<file path="src/rtl/add_vec_unit.sv">
// Multi-lane pipelined add/subtract unit with wrap or saturate per beat.
// Valid/ready on both sides; stage 0 holds the arithmetic result, later stages are plain registers.
module add_vec_unit #(
    parameter int unsigned DATA_W = 32,
    parameter int unsigned LANES  = 4,
    parameter int unsigned SIGNED = 1,
    parameter int unsigned PIPE   = 2,
    parameter int unsigned CNT_W  = 16
) (
    input  logic                      clk,
    input  logic                      rst_n,
    input  logic                      clr,
    input  logic                      in_valid,
    output logic                      in_ready,
    input  logic [1:0]                in_mode,
    input  logic [LANES*DATA_W-1:0]   in_a,
    input  logic [LANES*DATA_W-1:0]   in_b,
    output logic                      out_valid,
    input  logic                      out_ready,
    output logic [LANES*DATA_W-1:0]   out_data,
    output logic [LANES-1:0]          out_ovf,
    output logic [CNT_W-1:0]          ovf_cnt
);

    localparam int unsigned VEC_W     = LANES * DATA_W;
    localparam bit          IS_SIGNED = (SIGNED != 0);

    logic [PIPE-1:0]            v_q,    v_d;
    logic [PIPE-1:0][VEC_W-1:0] data_q, data_d;
    logic [PIPE-1:0][LANES-1:0] ovf_q,  ovf_d;
    logic [CNT_W-1:0]           cnt_q,  cnt_d;

    logic [VEC_W-1:0] res_c;
    logic [LANES-1:0] lane_ovf_c;
    logic [PIPE-1:0]  rdy_c;

    // Per-lane arithmetic in DATA_W+1 bits; bit DATA_W is carry-out or borrow.
    always_comb begin : lane_arith
        logic [DATA_W-1:0] a;
        logic [DATA_W-1:0] b;
        logic [DATA_W:0]   r;
        logic              ovf;
        logic [DATA_W-1:0] sat_val;
        res_c      = '0;
        lane_ovf_c = '0;
        a          = '0;
        b          = '0;
        r          = '0;
        ovf        = 1'b0;
        sat_val    = '0;
        for (int unsigned i = 0; i < LANES; i++) begin
            a = in_a[i*DATA_W +: DATA_W];
            b = in_b[i*DATA_W +: DATA_W];
            r = in_mode[1] ? ({1'b0, a} - {1'b0, b}) : ({1'b0, a} + {1'b0, b});
            if (IS_SIGNED) begin
                ovf = (in_mode[1] ? (a[DATA_W-1] != b[DATA_W-1]) : (a[DATA_W-1] == b[DATA_W-1]))
                      && (r[DATA_W-1] != a[DATA_W-1]);
                sat_val = a[DATA_W-1] ? {1'b1, {(DATA_W-1){1'b0}}} : {1'b0, {(DATA_W-1){1'b1}}};
            end else begin
                ovf     = r[DATA_W];
                sat_val = in_mode[1] ? '0 : '1;
            end
            res_c[i*DATA_W +: DATA_W] = (in_mode[0] && ovf) ? sat_val : r[DATA_W-1:0];
            lane_ovf_c[i]             = ovf;
        end
    end

    // Stage k can load when the consumer pops or any stage from k to the tail has a hole.
    always_comb begin : ready_chain
        logic all_full;
        rdy_c    = '0;
        all_full = 1'b1;
        for (int k = int'(PIPE) - 1; k >= 0; k--) begin
            all_full = all_full && v_q[k];
            rdy_c[k] = out_ready || !all_full;
        end
    end

    assign in_ready = rdy_c[0] && !clr;

    always_comb begin : pipe_next
        v_d    = v_q;
        data_d = data_q;
        ovf_d  = ovf_q;
        cnt_d  = cnt_q;
        if (clr) begin
            v_d   = '0;
            cnt_d = '0;
        end else begin
            if (rdy_c[0]) begin
                v_d[0] = in_valid;
                if (in_valid) begin
                    data_d[0] = res_c;
                    ovf_d[0]  = lane_ovf_c;
                end
            end
            for (int unsigned k = 1; k < PIPE; k++) begin
                if (rdy_c[k]) begin
                    v_d[k] = v_q[k-1];
                    if (v_q[k-1]) begin
                        data_d[k] = data_q[k-1];
                        ovf_d[k]  = ovf_q[k-1];
                    end
                end
            end
            if (out_valid && out_ready && (|out_ovf) && (cnt_q != '1)) begin
                cnt_d = cnt_q + CNT_W'(1);
            end
        end
    end

    always_ff @(posedge clk or negedge rst_n) begin
        if (!rst_n) begin
            v_q    <= '0;
            data_q <= '0;
            ovf_q  <= '0;
            cnt_q  <= '0;
        end else begin
            v_q    <= v_d;
            data_q <= data_d;
            ovf_q  <= ovf_d;
            cnt_q  <= cnt_d;
        end
    end

    assign out_valid = v_q[PIPE-1];
    assign out_data  = data_q[PIPE-1];
    assign out_ovf   = ovf_q[PIPE-1];
    assign ovf_cnt   = cnt_q;

endmodule
</file>
<file path="config.mk">
export PLATFORM = sky130hd
export DESIGN_NAME = add_vec_unit
export DESIGN_NICKNAME = d
export VERILOG_FILES = /design/src/rtl/add_vec_unit.sv
export SDC_FILE = /design/constraint.sdc
export NUM_CORES = 1
export LEC_CHECK = 0
export ABC_AREA = 0
export CAP_MARGIN = 0
export CORE_ASPECT_RATIO = 0.5
export CORE_MARGIN = 2
export CORE_UTILIZATION = 53
export CTS_CLUSTER_DIAMETER = 100
export DETAILED_ROUTE_END_ITERATION = 8
export GPL_ROUTABILITY_DRIVEN = 0
export HOLD_SLACK_MARGIN = 0.03
export PLACE_DENSITY_LB_ADDON = 0.05
export SETUP_SLACK_MARGIN = 0.2
export SYNTH_ARGS = -nofsm -noshare
export SYNTH_HDL_FRONTEND = slang
export SYNTH_SLANG_ARGS = --single-unit
</file>
<file path="constraint.sdc">
create_clock -name clk -period 3 [get_ports clk]
set_clock_uncertainty 0.05 [all_clocks]
set_input_delay 0.6 -clock clk [delete_from_list [all_inputs] [get_ports clk]]
set_output_delay 0.6 -clock clk [all_outputs]
set_load 0.005 [all_outputs]
</file>
==> results.tsv, run 1 <==
stage	metric	value	unit
layout	commonest non-fill, non-tap cell in the layout	buf_4	
grt	vias in the first global route	20450	
power_and_ir_drop	total power	18040	µW
power_and_ir_drop	Pleak	0.01476	µW
layout	Nets	3518	
timing	final setup margin	-1435	ps
cts	Sink Count	282	
synth	Syn Inst Count	2239	
synth	number of flops mapped to enable cells by yosys	0	
floorplanning	FP Rows	51	
timing	RSZ-0062 raised after global routing	true	
layout	commonest cells after routing, fill and taps aside	buf_4 (592), clkdlybuf4s50_1 (360), dfrtp_1 (282)	
timing	setup TNS	-166420	ps
synth	register area share after synthesis	0.3386	
drt	final WL	70.65	mm
layout	final core utilization	0.8277	
setup_path	crit start category	primary input	
synth	Synth Register Bits	282	
power_and_ir_drop	Worst IR Drop VDD	0.5070	mV
synth	ys async rst share	1.000	
floorplanning	Die Height	144.2	µm
setup_path	CP Cell Sequence	buf_6, or3_4, or2_4, nor4_4, and3_4, nand2_4, nor3_2, nor2_1, xnor2_1, ha_1, a21o_1, a2111oi_4, o221ai_2, nand3b_1, o21ai_2, o41a_1, nand2_2, mux2i_2, buf_4, a21oi_4, buf_6, a221o_1	
synth	Mapped Nets	2635	
cts	clock buffer depth	3	
layout	Finished Layout Cells	3675	
hold_path	hold crit path type	reg -> reg	
synth	Distinct cells, synth	68	
place	DP Cell Count	3548	
floorplanning	die width	284.4	µm
synth	Synth Cell Area	20840	µm²
timing	worst hold margin	428.4	ps
drt	Post-route DRC	1	
layout	Area Growth Syn to Fin	54.09	%
place	dpl hpwl	50.19	mm
setup_path	FF-to-FF Start	ovf_cnt[7]$_DFFE_PN0P_	
cts	clock slew at reported path FFs	70	ps
setup_path	Worst EP arrival	4830	ps
floorplanning	Std-Cell Core Area	38800	µm²
outcome	outcome	finished, violations left	
hold_path	hold wc startpoint	ovf_q[1]$_DFFE_PN0P_	
layout	layout cell share with drive strength beyond 1	0.3498	
timing	Slew Limit Headroom	0.5275	
drt	DR pass1 iterations	7	
setup_path	crit path capture type	flop	
cts	H-tree depth	1	
timing	Tcrit/Tclk final	1.478	
timing	Max Clk Rate	225.5	MHz
timing	Fin. Hold Viols	0	
synth	Synth Flop Type	dfrtp_1	
power_and_ir_drop	switching share of total power	0.3282	
drt	Final ANT Viol Nets	0	
power_and_ir_drop	switching pwr	5920	µW
synth	Yosys warnings	0	
outcome	failing checks	design-rule violations, negative setup slack	
setup_path	Max stage delay on crit path	400	ps
grt	first-pass GRT wire length	103.6	mm
power_and_ir_drop	clock power share	0.213	
timing	final setup vio count	132	
power_and_ir_drop	Comb pwr share	0.457	
drt	vias	21051	
grt	pin count of the biggest net entering global routing	68	
power_and_ir_drop	pwr/cell area	561.7	nW/µm²
hold_path	Hold Path Depth	2	
power_and_ir_drop	Seq pwr share	0.330	
cts	CTS tree	built	
setup_path	reg2reg end	ovf_cnt[10]$_DFFE_PN0P_	
power_and_ir_drop	Internal	12120	µW
grt	GRT Resource Usage Total	0.3134	
place	IO Port Bufs	412	
cts	Clock Latency Late Sink	570	ps
setup_path	Setup Crit Path Kind	in -> reg	
hold_path	Hold Path Sink	ovf_q[1]$_DFFE_PN0P_	
timing	Max Slew Vio Count	0	
cts	CTS root buffer	clkbuf_16	
layout	fillers	2405	
flow_run	Max-Cap Viols	0	
setup_path	FF-to-FF setup slack	650	ps
timing	worst slew pin tran	702.7	ps
grt	initial antenna violation count	3	
setup_path	CP max FO	5	
setup_path	most used cell, CP	buf_6	
setup_path	Worst path slowest cell	or3_4	
drt	DR iter-0 viols	1376	
floorplanning	io pins	413	
floorplanning	starting density of the core	0.5372	
setup_path	worst r2r path cells	10	
timing	min cycle time layout	4435	ps
cts	CTS Buf Count	27	
setup_path	CP required	3400	ps
drt	Routed WL per cell	19.22	µm
synth	Avg Cell Area, Syn	9.308	µm²
drt	vias per cell	5.728	
grt	grt ovf	0	
floorplanning	Die ar.	41020	µm²
## worst max-delay path: cells and delay by family
family	cells	cell delay (ps)
muxes	1	290
and+or+nand+nor	9	1540
buffers and inverters	3	420
adders and majority gates	1	330
AOI/OAI and AO/OA	7	1510
xor gates and xnor gates	1	130
## cell usage after synthesis, types with 7 or more instances
cell	n	share of area
a31oi_1	34	0.010
nand4_1	15	0.0045
o21bai_1	13	0.0047
nand2_1	91	0.016
and3_1	25	0.0075
clkbuf_1	76	0.014
o211ai_1	12	0.0043
or2_2	7	0.0021
xor2_1	61	0.026
o31ai_1	13	0.0047
nor3_1	68	0.016
a211o_1	9	0.0038
a211oi_1	19	0.0068
nor2b_1	20	0.0060
or4_1	10	0.0036
o21ai_0	113	0.027
buf_4	133	0.048
xnor2_1	182	0.076
a221o_1	74	0.036
nor4_1	19	0.0057
nand2b_1	24	0.0072
or3_1	20	0.0060
a21oi_1	222	0.053
a21o_1	68	0.024
o21a_1	15	0.0054
nor2_1	155	0.028
ha_1	129	0.077
mux2_2	132	0.071
nand3_1	33	0.0079
inv_1	61	0.011
and2_1	11	0.0033
mux2i_1	10	0.0048
dfrtp_1	282	0.34
## what timing repair did
action	4_1_cts	5_1_grt
resized for setup	173	200
cloned	9	10
pin swaps	58	113
setup endpoints to repair	132	132
hold buffers	1	0
hold endpoints to repair	62	0
buffers inserted	27	28
## final cells by class
class / count / area (µm²) / area share
Sequential cell: 282 / 7057 / 0.2198
Inverter: 61 / 229.0 / 0.007130
Timing Repair Buffer: 1074 / 9726 / 0.3029
Clock buffer: 33 / 748.2 / 0.02330
Clock inverter: 16 / 229.0 / 0.007130
Tap cell: 530 / 663.1 / 0.02065
Antenna cell: 3 / 7.507 / 0.0002338
Multi-Input combinational cell: 1676 / 13450 / 0.4189
## cells by family (layout without fill, tap and decap cells)
kind of cell    count (synthesis)  count (layout)  share of synthesized area
compound gates                636             636                     0.2003
xor+xnor                      243             243                     0.1021
fa+ha+maj                     133             133                    0.08129
buf+inv                       281            1184                    0.07631
flops                         282             282                     0.3386
mux                           142             142                    0.07613
other cells                     0               3                          0
simple gates                  522             522                     0.1252
## stage by stage
stage | setup WS (ps) | instance area, µm²
2_1_floorplan | -1671 | 21390
3_3_place_gp | -2269 | 29340
3_5_place_dp | -2397 | 29340
4_1_cts | -1452 | 31100
5_1_grt | -1612 | 32110
6_report | -1435 | 32110
## worst max path at each step
| stage | from | end | slack (ps) | cells after the start |
|---|---|---|---|---|
| after floorplan | in_b[5] | data_q[14]$_DFFE_PN0P_ | -1670 | 20 |
| after global placement | in_b[109] | data_q[121]$_DFFE_PN0P_ | -2270 | 21 |
| after detailed placement | in_b[109] | data_q[123]$_DFFE_PN0P_ | -2400 | 21 |
| after CTS | in_b[4] | data_q[8]$_DFFE_PN0P_ | -1450 | 22 |
| after global routing | in_b[4] | data_q[19]$_DFFE_PN0P_ | -1610 | 22 |
| final | in_b[4] | data_q[19]$_DFFE_PN0P_ | -1430 | 22 |
## sequential cells by signal, summed over array words and instances (netlist names)
| name | flops |
|---|---|
| out_data | 128 |
| v_q | 2 |
| out_ovf | 4 |
| data_q | 128 |
| ovf_q | 4 |
| ovf_cnt | 16 |
## power by group through the flow
stage | combinational, µW | sequential, µW | clock [µW]
final | 8240 | 5960 | 3840
after global routing | 8800 | 6080 | 4040
after CTS | 7790 | 5910 | 3880
after detailed placement | 7560 | 5960 | 0
after global placement | 7370 | 5920 | 0
after floorplan | 4620 | 5620 | 0
## layer usage
layer | GRT usage | vias up | share of wire
met2 | 0.5734 | 761 | 0.50
met4 | 0.1319 | 0 | 0.051
met1 | 0.3781 | 10241 | 0.39
met3 | 0.03722 | 208 | 0.052
met5 | 0 | - | 0
li1 | - | 9841 | -
Power figures use the tool's default switching activity.
==> inputs of run 2 (changes only) <==
CORE_MARGIN = 3   (was 2)
PLACE_DENSITY = 0.82   (was default)
PLACE_DENSITY_LB_ADDON = default   (was 0.05)
SLEW_MARGIN = 20   (was default)
==> run 2 against run 1 <==
The run now fails in 5_1_grt. Synthesized cell count stayed put. Synthesized area stayed put.
==> results.tsv, run 2 <==
stage	metric	value	unit	change
outcome	outcome	did not finish		
outcome	Last stage	5_1_grt		
outcome	stop err	[ERROR GRT-0232] Routing congestion too high. Check the congestion heatmap in the GUI.		
synth	Distinct cells, synth	68		unchanged
place	Place WS	-2612	ps	-215.5 ps
floorplanning	die width	286.4	µm	+0.70%
synth	post-synthesis xor/xnor area fraction	0.1021		unchanged
cts	H-tree depth	1		unchanged
synth	Synth Flop Type	dfrtp_1		
synth	largest family of logic cells by synthesized area	compound AO/OA/AOI/OAI gates		
timing	worst_ep grt	data_q[27]$_DFFE_PN0P_/D		
synth	Synth Area in Compound Gates	0.2003		unchanged
place	IO Port Bufs	412		unchanged
synth	Syn Inst Count	2239		unchanged
synth	mux share of post-synthesis cell area	0.07613		unchanged
cts	Sink Count	282		unchanged
place	dpl hpwl	53.33	mm	+6.3%
synth	register area share after synthesis	0.3386		unchanged
synth	cell taking the most area after synthesis	dfrtp_1		
synth	Synth Register Bits	282		unchanged
floorplanning	Die Height	146.2	µm	+1.4%
synth	Avg Cell Area, Syn	9.308	µm²	unchanged
synth	Mapped Nets	2635		unchanged
synth	simple-gate portion of the synthesized area	0.1252		unchanged
grt	initial antenna violation count	23		
synth	Yosys warnings	0		unchanged
synth	number of flops mapped to enable cells by yosys	0		unchanged
synth	ys async rst share	1.000		unchanged
floorplanning	FP Rows	50		-2.0%
grt	pin count of the biggest net entering global routing	69		
synth	Synth Cell Area	20840	µm²	unchanged
synth	most frequent cell after synthesis	dfrtp_1		
synth	adder-cell share of the synthesized area	0.08129		unchanged
synth	Synth area leaders	dfrtp_1 (34%), ha_1 (7.7%), xnor2_1 (7.6%)		
floorplanning	io pins	413		unchanged
cts	clock buffer depth	3		unchanged
cts	CTS Buf Count	27		unchanged
synth	Synth top area share	0.3386		unchanged
cts	CTS root buffer	clkbuf_16		
floorplanning	starting density of the core	0.5470		+0.009843
grt	GRT Resource Usage Total	0.7555		
timing	kind of the worst endpoint	register input		
grt	grt ovf	15		
synth	top cells by count, synth	dfrtp_1 (282), a21oi_1 (222), xnor2_1 (182)		
-- run 2: cell counts after synthesis --
Identical to the previous run, type by type.
-- run 2: cells by family after synthesis --
family,count (synthesis)
DFF,282
AOI/OAI and AO/OA,636
buffers and inverters,281
muxes,142
adders and majority gates,133
xor gates and xnor gates,243
and+or+nand+nor,522
-- run 2: per-layer routing --
metal  track usage  overflow
met1        0.7528         0
met2        0.8365         4
met3        0.7144         7
met4        0.6974         2
met5        0.5795         2
-- run 2: per-stage QoR --
step                instance area [µm²]  TNS (ps)  std cells
floorplan                         21390   -195420       2239
global placement                  29230   -285760       3533
detailed placement                29230   -301980       3533
CTS                               31290   -164960       3643
-- run 2: timing repair --
item,in CTS
hold buffers,1
endpoints found under the setup margin,132
gates resized for setup,287
pin swaps,120
buffers inserted,51
endpoints found under the hold margin,60
gates cloned,10
==> inputs of run 3 (changes only) <==
CORE_ASPECT_RATIO = default   (was 0.5)
CORE_UTILIZATION = 40   (was 53)
CTS_CLUSTER_DIAMETER = default   (was 100)
HOLD_SLACK_MARGIN = default   (was 0.03)
PLACE_DENSITY = default   (was 0.82)
PLACE_DENSITY_LB_ADDON = 0.15   (was default)
SETUP_SLACK_MARGIN = default   (was 0.2)
==> run 3 against run 2 <==
The flow now finishes, with violations (negative setup slack).
==> results.tsv, run 3 (synthesized netlist as in run 1, its figures left out) <==
stage	metric	value	unit	change
setup_path	Worst EP arrival	4690	ps	
layout	commonest non-fill, non-tap cell in the layout	buf_4		
setup_path	crit start category	primary input		
layout	commonest cells after routing, fill and taps aside	buf_4 (601), clkdlybuf4s50_1 (357), dfrtp_1 (282)		
grt	grt ovf	0		
floorplanning	die width	234.3	µm	-18%
setup_path	Setup Crit Path Kind	in -> reg		
flow_run	Max-Cap Viols	0		
power_and_ir_drop	Worst IR Drop VDD	0.4587	mV	
layout	area of the multi-input gates	13460	µm²	
cts	Sink Count	282		unchanged
cts	clock slew at reported path FFs	60	ps	
grt	vias in the first global route	21109		
cts	H-tree depth	2		+1
layout	Area Growth Syn to Fin	55.42	%	
timing	Max Clk Rate	231.4	MHz	
floorplanning	Die ar.	54880	µm²	
cts	clock buffer depth	3		unchanged
drt	Post-route DRC	0		
place	dpl hpwl	54.81	mm	+2.8%
timing	Slew Limit Headroom	0.5829		
timing	final setup vio count	132		
timing	worst slew pin tran	620.0	ps	
setup_path	CP required	3360	ps	
floorplanning	starting density of the core	0.4054		-0.1416
cts	CTS root buffer	clkbuf_16		
hold_path	hold crit path type	reg -> reg		
floorplanning	Std-Cell Core Area	51410	µm²	
drt	vias per cell	5.345		
drt	vias	20532		
floorplanning	io pins	413		unchanged
timing	RSZ-0062 raised after global routing	true		
cts	Clock Latency Late Sink	540	ps	
outcome	failing checks	negative setup slack		
timing	setup TNS	-158830	ps	
layout	Reg area	7057	µm²	
timing	Tcrit/Tclk final	1.441		
cts	CTS Buf Count	35		+30%
timing	worst hold margin	432.1	ps	
timing	min cycle time layout	4322	ps	
setup_path	CP max FO	6		
timing	final setup margin	-1322	ps	
setup_path	crit path capture type	flop		
floorplanning	Die Height	234.3	µm	+60%
drt	Final ANT Viol Nets	0		
layout	layout cell share with drive strength beyond 1	0.3521		
drt	DR pass1 iterations	5		
cts	CTS tree	built		
grt	pin count of the biggest net entering global routing	70		
layout	fillers	4234		
grt	GRT Resource Usage Total	0.2518		
timing	Fin. Hold Viols	0		
drt	final WL	71.78	mm	
power_and_ir_drop	Pleak	0.01474	µW	
floorplanning	FP Rows	83		+66%
grt	first-pass GRT wire length	110.4	mm	
layout	Nets	3532		
grt	initial antenna violation count	3		
power_and_ir_drop	pwr/cell area	569.8	nW/µm²	
timing	Max Slew Vio Count	0		
drt	Routed WL per cell	18.69	µm	
drt	DR iter-0 viols	1123		
place	IO Port Bufs	412		unchanged
outcome	outcome	finished, violations left		
-- run 3: power by group --
group	switching, µW	leakage (µW)	total (µW)	internal [µW]
combinational	3350	0.0107	8150	4800
sequential	871	0.00351	5970	5100
clock	1710	0.000562	4340	2630
-- run 3: path summary, 6_finish.rpt --
path                            slack (ps)                   start  cells after the start                        end
worst min register to register         430    ovf_q[2]$_DFFE_PN0P_                      2       ovf_q[2]$_DFFE_PN0P_
worst max-delay path                 -1320               in_b[108]                     20    data_q[110]$_DFFE_PN0P_
min in group asynchronous              570                   rst_n                      2  out_data[115]$_DFFE_PN0P_
worst max register to register         600  ovf_cnt[7]$_DFFE_PN0P_                      9    ovf_cnt[15]$_DFFE_PN0P_
worst min-delay path                   430    ovf_q[2]$_DFFE_PN0P_                      2       ovf_q[2]$_DFFE_PN0P_
max in group asynchronous             1540                   rst_n                      3   out_data[48]$_DFFE_PN0P_
-- run 3: layer usage --
| metal | GRT usage | part of all wire | vias to the layer above |
|---|---|---|---|
| li1 | - | - | 9852 |
| met1 | 0.3216 | 0.43 | 10007 |
| met2 | 0.4333 | 0.48 | 522 |
| met3 | 0.04155 | 0.054 | 151 |
| met4 | 0.08282 | 0.034 | 0 |
| met5 | 0 | 0 | - |
-- run 3: final cells by class --
class | instances | area share
Antenna cell | 3 | 0.0002318
Clock buffer | 47 | 0.03129
Clock inverter | 12 | 0.004713
Inverter | 61 | 0.007146
Multi-Input combinational cell | 1676 | 0.4157
Sequential cell | 282 | 0.2179
Tap cell | 680 | 0.02627
Timing Repair Buffer | 1080 | 0.2968
-- run 3: through the flow --
| stage | setup WS (ps) | utilization | total power (µW) | std cells | instance area, µm² |
|---|---|---|---|---|---|
| after detailed placement | -2367 | 0.5735 | 13620 | 3695 | 29480 |
| after global routing | -1549 | 0.6300 | 19540 | 3840 | 32390 |
| final | -1322 | 0.6301 | 18460 | 3841 | 32390 |
| after CTS | -1370 | 0.6172 | 18400 | 3806 | 31730 |
| after floorplan | -1671 | - | 10230 | 2239 | 21390 |
| after global placement | -2209 | 0.5735 | 13480 | 3695 | 29480 |
-- run 3: repair_timing --
action	4_1_cts	5_1_grt
hold buffers	1	0
gates cloned	11	5
resized for setup	287	123
setup endpoints to repair	132	132
setup buffers	40	32
hold endpoints to repair	18	0
pin swaps	151	126
-- run 3: critical path, cell delays in order --
cell,delay [ps]
buf_6,100
or4_4,560
nor3_4,150
nand2_1,90
nor3_2,160
buf_4,160
nor2_4,30
xnor2_2,140
ha_1,330
buf_6,140
and3_4,180
a221oi_4,250
nor2_2,80
a211o_1,300
a311o_1,350
a2111oi_4,370
a211oi_4,90
buf_6,160
buf_8,130
a221o_1,320
==> inputs of run 4 (changes only) <==
CELL_PAD_IN_SITES_DETAIL_PLACEMENT = 1   (was default)
CELL_PAD_IN_SITES_GLOBAL_PLACEMENT = 1   (was default)
CORE_MARGIN = default   (was 3)
==> run 4 against run 3 <==
The run still ends with negative setup slack left. Combinational power increased by 8.7%. Final area increased by 1.4%. Die area decreased by 3.4%. Register-to-register slack got worse by 130 ps. Fmax decreased by 11%. Critical path depth increased by 1. Critical endpoint is now data_q[11]$_DFFE_PN0P_. Largest power group unchanged.
==> results.tsv, run 4 (synthesized netlist as in run 1, its figures left out) <==
stage	metric	value	unit	change
outcome	outcome	finished, violations left		
outcome	failing checks	negative setup slack		
drt	Final ANT Viol Nets	0		unchanged
setup_path	Worst EP arrival	5260	ps	+570 ps
cts	clock buffer depth	3		unchanged
timing	RSZ-0062 raised after global routing	true		
power_and_ir_drop	Pleak	0.01497	µW	+1.6%
cts	CTS tree	built		
layout	commonest cells after routing, fill and taps aside	buf_4 (640), clkdlybuf4s50_1 (357), dfrtp_1 (282)		
drt	Post-route DRC	0		unchanged
drt	M1 WL	35.11	mm	+14%
timing	Max Clk Rate	206.1	MHz	-11%
layout	commonest non-fill, non-tap cell in the layout	buf_4		
timing	Slew Limit Headroom	0.5354		-0.04745
setup_path	worst r2r path cells	10		+1
place	IO Port Bufs	412		unchanged
floorplanning	Die ar.	53020	µm²	-3.4%
floorplanning	io pins	413		unchanged
grt	initial antenna violation count	4		+1
cts	clock slew at reported path FFs	60	ps	about the same
drt	Top Metal Used	met4		
timing	final setup vio count	132		unchanged
place	dpl hpwl	62.50	mm	+14%
drt	Routed WL per cell	23.90	µm	+28%
layout	Nets	3572		+1.1%
drt	metal3 WL	4.619	mm	+19%
grt	first-pass GRT wire length	133.2	mm	+21%
cts	CTS Buf Count	30		-14%
hold_path	hold crit path type	reg -> reg		
floorplanning	starting density of the core	0.4054		unchanged
setup_path	reg2reg end	ovf_cnt[13]$_DFFE_PN0P_		
timing	worst slew pin tran	690.5	ps	+70.52 ps
floorplanning	Die Height	230.3	µm	-1.7%
setup_path	Setup Crit Path Kind	in -> reg		
cts	CTS root buffer	clkbuf_16		
cts	Sink Count	282		unchanged
setup_path	crit path capture type	flop		
drt	DR iter-0 viols	1180		+5.1%
drt	final WL	92.82	mm	+29%
place	DP Cell Count	3722		+0.73%
drt	metal2 WL	47.95	mm	+38%
grt	grt ovf	0		unchanged
layout	Area Growth Syn to Fin	57.61	%	
timing	Max Slew Vio Count	0		unchanged
setup_path	CP required	3410	ps	+50 ps
flow_run	Max-Cap Viols	0		unchanged
layout	fillers	5630		+33%
timing	Tcrit/Tclk final	1.618		+0.1768
grt	vias in the first global route	24250		+15%
floorplanning	FP Rows	83		unchanged
grt	GRT Resource Usage Total	0.3169		+0.06512
drt	DR pass1 iterations	5		unchanged
timing	min cycle time layout	4853	ps	+530.4 ps
drt	vias per cell	5.761		+7.8%
power_and_ir_drop	Worst IR Drop VDD	0.4641	mV	+1.2%
setup_path	CP max FO	5		-1
setup_path	Critical Path Start	in_b[7]		
setup_path	capture point of the worst path	data_q[11]$_DFFE_PN0P_		
setup_path	crit start category	primary input		
timing	Fin. Hold Viols	0		unchanged
setup_path	FF-to-FF Start	ovf_cnt[7]$_DFFE_PN0P_		
layout	Finished Layout Cells	3884		+1.1%
drt	vias	22376		+9.0%
layout	final core utilization	0.6390		+0.008884
grt	pin count of the biggest net entering global routing	65		-7.1%
setup_path	FF-to-FF setup slack	470	ps	-130 ps
power_and_ir_drop	pwr/cell area	575.5	nW/µm²	+1.0%
cts	H-tree depth	1		-1
cts	Clock Latency Late Sink	580	ps	+40 ps
layout	layout cell share with drive strength beyond 1	0.3717		+0.01956
floorplanning	Std-Cell Core Area	51410	µm²	unchanged
floorplanning	die width	230.3	µm	-1.7%
timing	final setup margin	-1853	ps	-530.4 ps
[run 4: cell type report]
cell class / instances / area, µm² / area share
sequential: 282 / 7057 / 0.2148
inverter: 61 / 231.5 / 0.007047
tap: 680 / 850.8 / 0.02590
multi-input combinational: 1676 / 13660 / 0.4159
timing repair buffer: 1125 / 9997 / 0.3044
antenna: 5 / 12.51 / 0.0003809
clock buffer: 38 / 832.0 / 0.02533
clock inverter: 17 / 203.9 / 0.006209
[run 4: routing by layer]
layer	vias to the layer above	GRT usage
li1	9925	-
met5	-	0
met3	319	0.04365
met4	0	0.1542
met1	11321	0.3618
met2	811	0.5768
[run 4: stage by stage]
step	area [µm²]	hold slack [ps]	TNS (ps)	setup WS [ps]	power, µW
finish	32850	428.6	-192340	-1853	18900
detailed placement	29610	420.6	-305530	-2519	13890
global placement	29610	409.2	-278420	-2246	13470
global route	32840	459.1	-208070	-1890	19730
floorplan	21390	254.4	-195420	-1671	10230
CTS	32090	428.1	-167120	-1411	18300
[run 4: worst min-delay path by stage]
stage	end	from	slack (ps)	cells past startpoint
finish	ovf_q[1]$_DFFE_PN0P_	ovf_q[1]$_DFFE_PN0P_	430	2
detailed placement	ovf_q[1]$_DFFE_PN0P_	ovf_q[1]$_DFFE_PN0P_	420	2
global route	ovf_q[1]$_DFFE_PN0P_	ovf_q[1]$_DFFE_PN0P_	460	2
global placement	ovf_q[1]$_DFFE_PN0P_	ovf_q[1]$_DFFE_PN0P_	410	2
CTS	ovf_q[1]$_DFFE_PN0P_	ovf_q[1]$_DFFE_PN0P_	430	2
floorplan	data_q[0]$_DFFE_PN0P_	rst_n	250	0
[run 4: repair_timing]
action | in CTS | in global routing
setup buffers | 54 | 38
pin swaps | 120 | 127
cloned | 18 | 3
gates resized for setup | 318 | 161
endpoints found under the hold margin | 59 | 0
hold buffers | 1 | 0
setup endpoints to repair | 132 | 132
[run 4: worst max-delay path, cell delays in order]
cell	delay, ps
clkdlybuf4s15_1	280
or3_4	460
nor4_4	290
and3_4	280
nand2_4	70
nor3_4	160
nor2_2	100
xnor2_2	160
ha_1	320
a21o_1	260
a2111oi_4	400
o221ai_2	190
nand3b_1	190
o21ai_4	90
o41a_1	390
nand2_2	120
mux2i_4	300
buf_6	130
a21o_4	190
clkbuf_16	190
o21ai_2	60
[run 4: report_power, final]
| group | switching (µW) | internal, µW | total, µW |
|---|---|---|---|
| Combinational | 3930 | 4930 | 8860 |
| Sequential | 951 | 5100 | 6050 |
| Clock | 1690 | 2310 | 3990 |
| Total | 6570 | 12300 | 18900 |
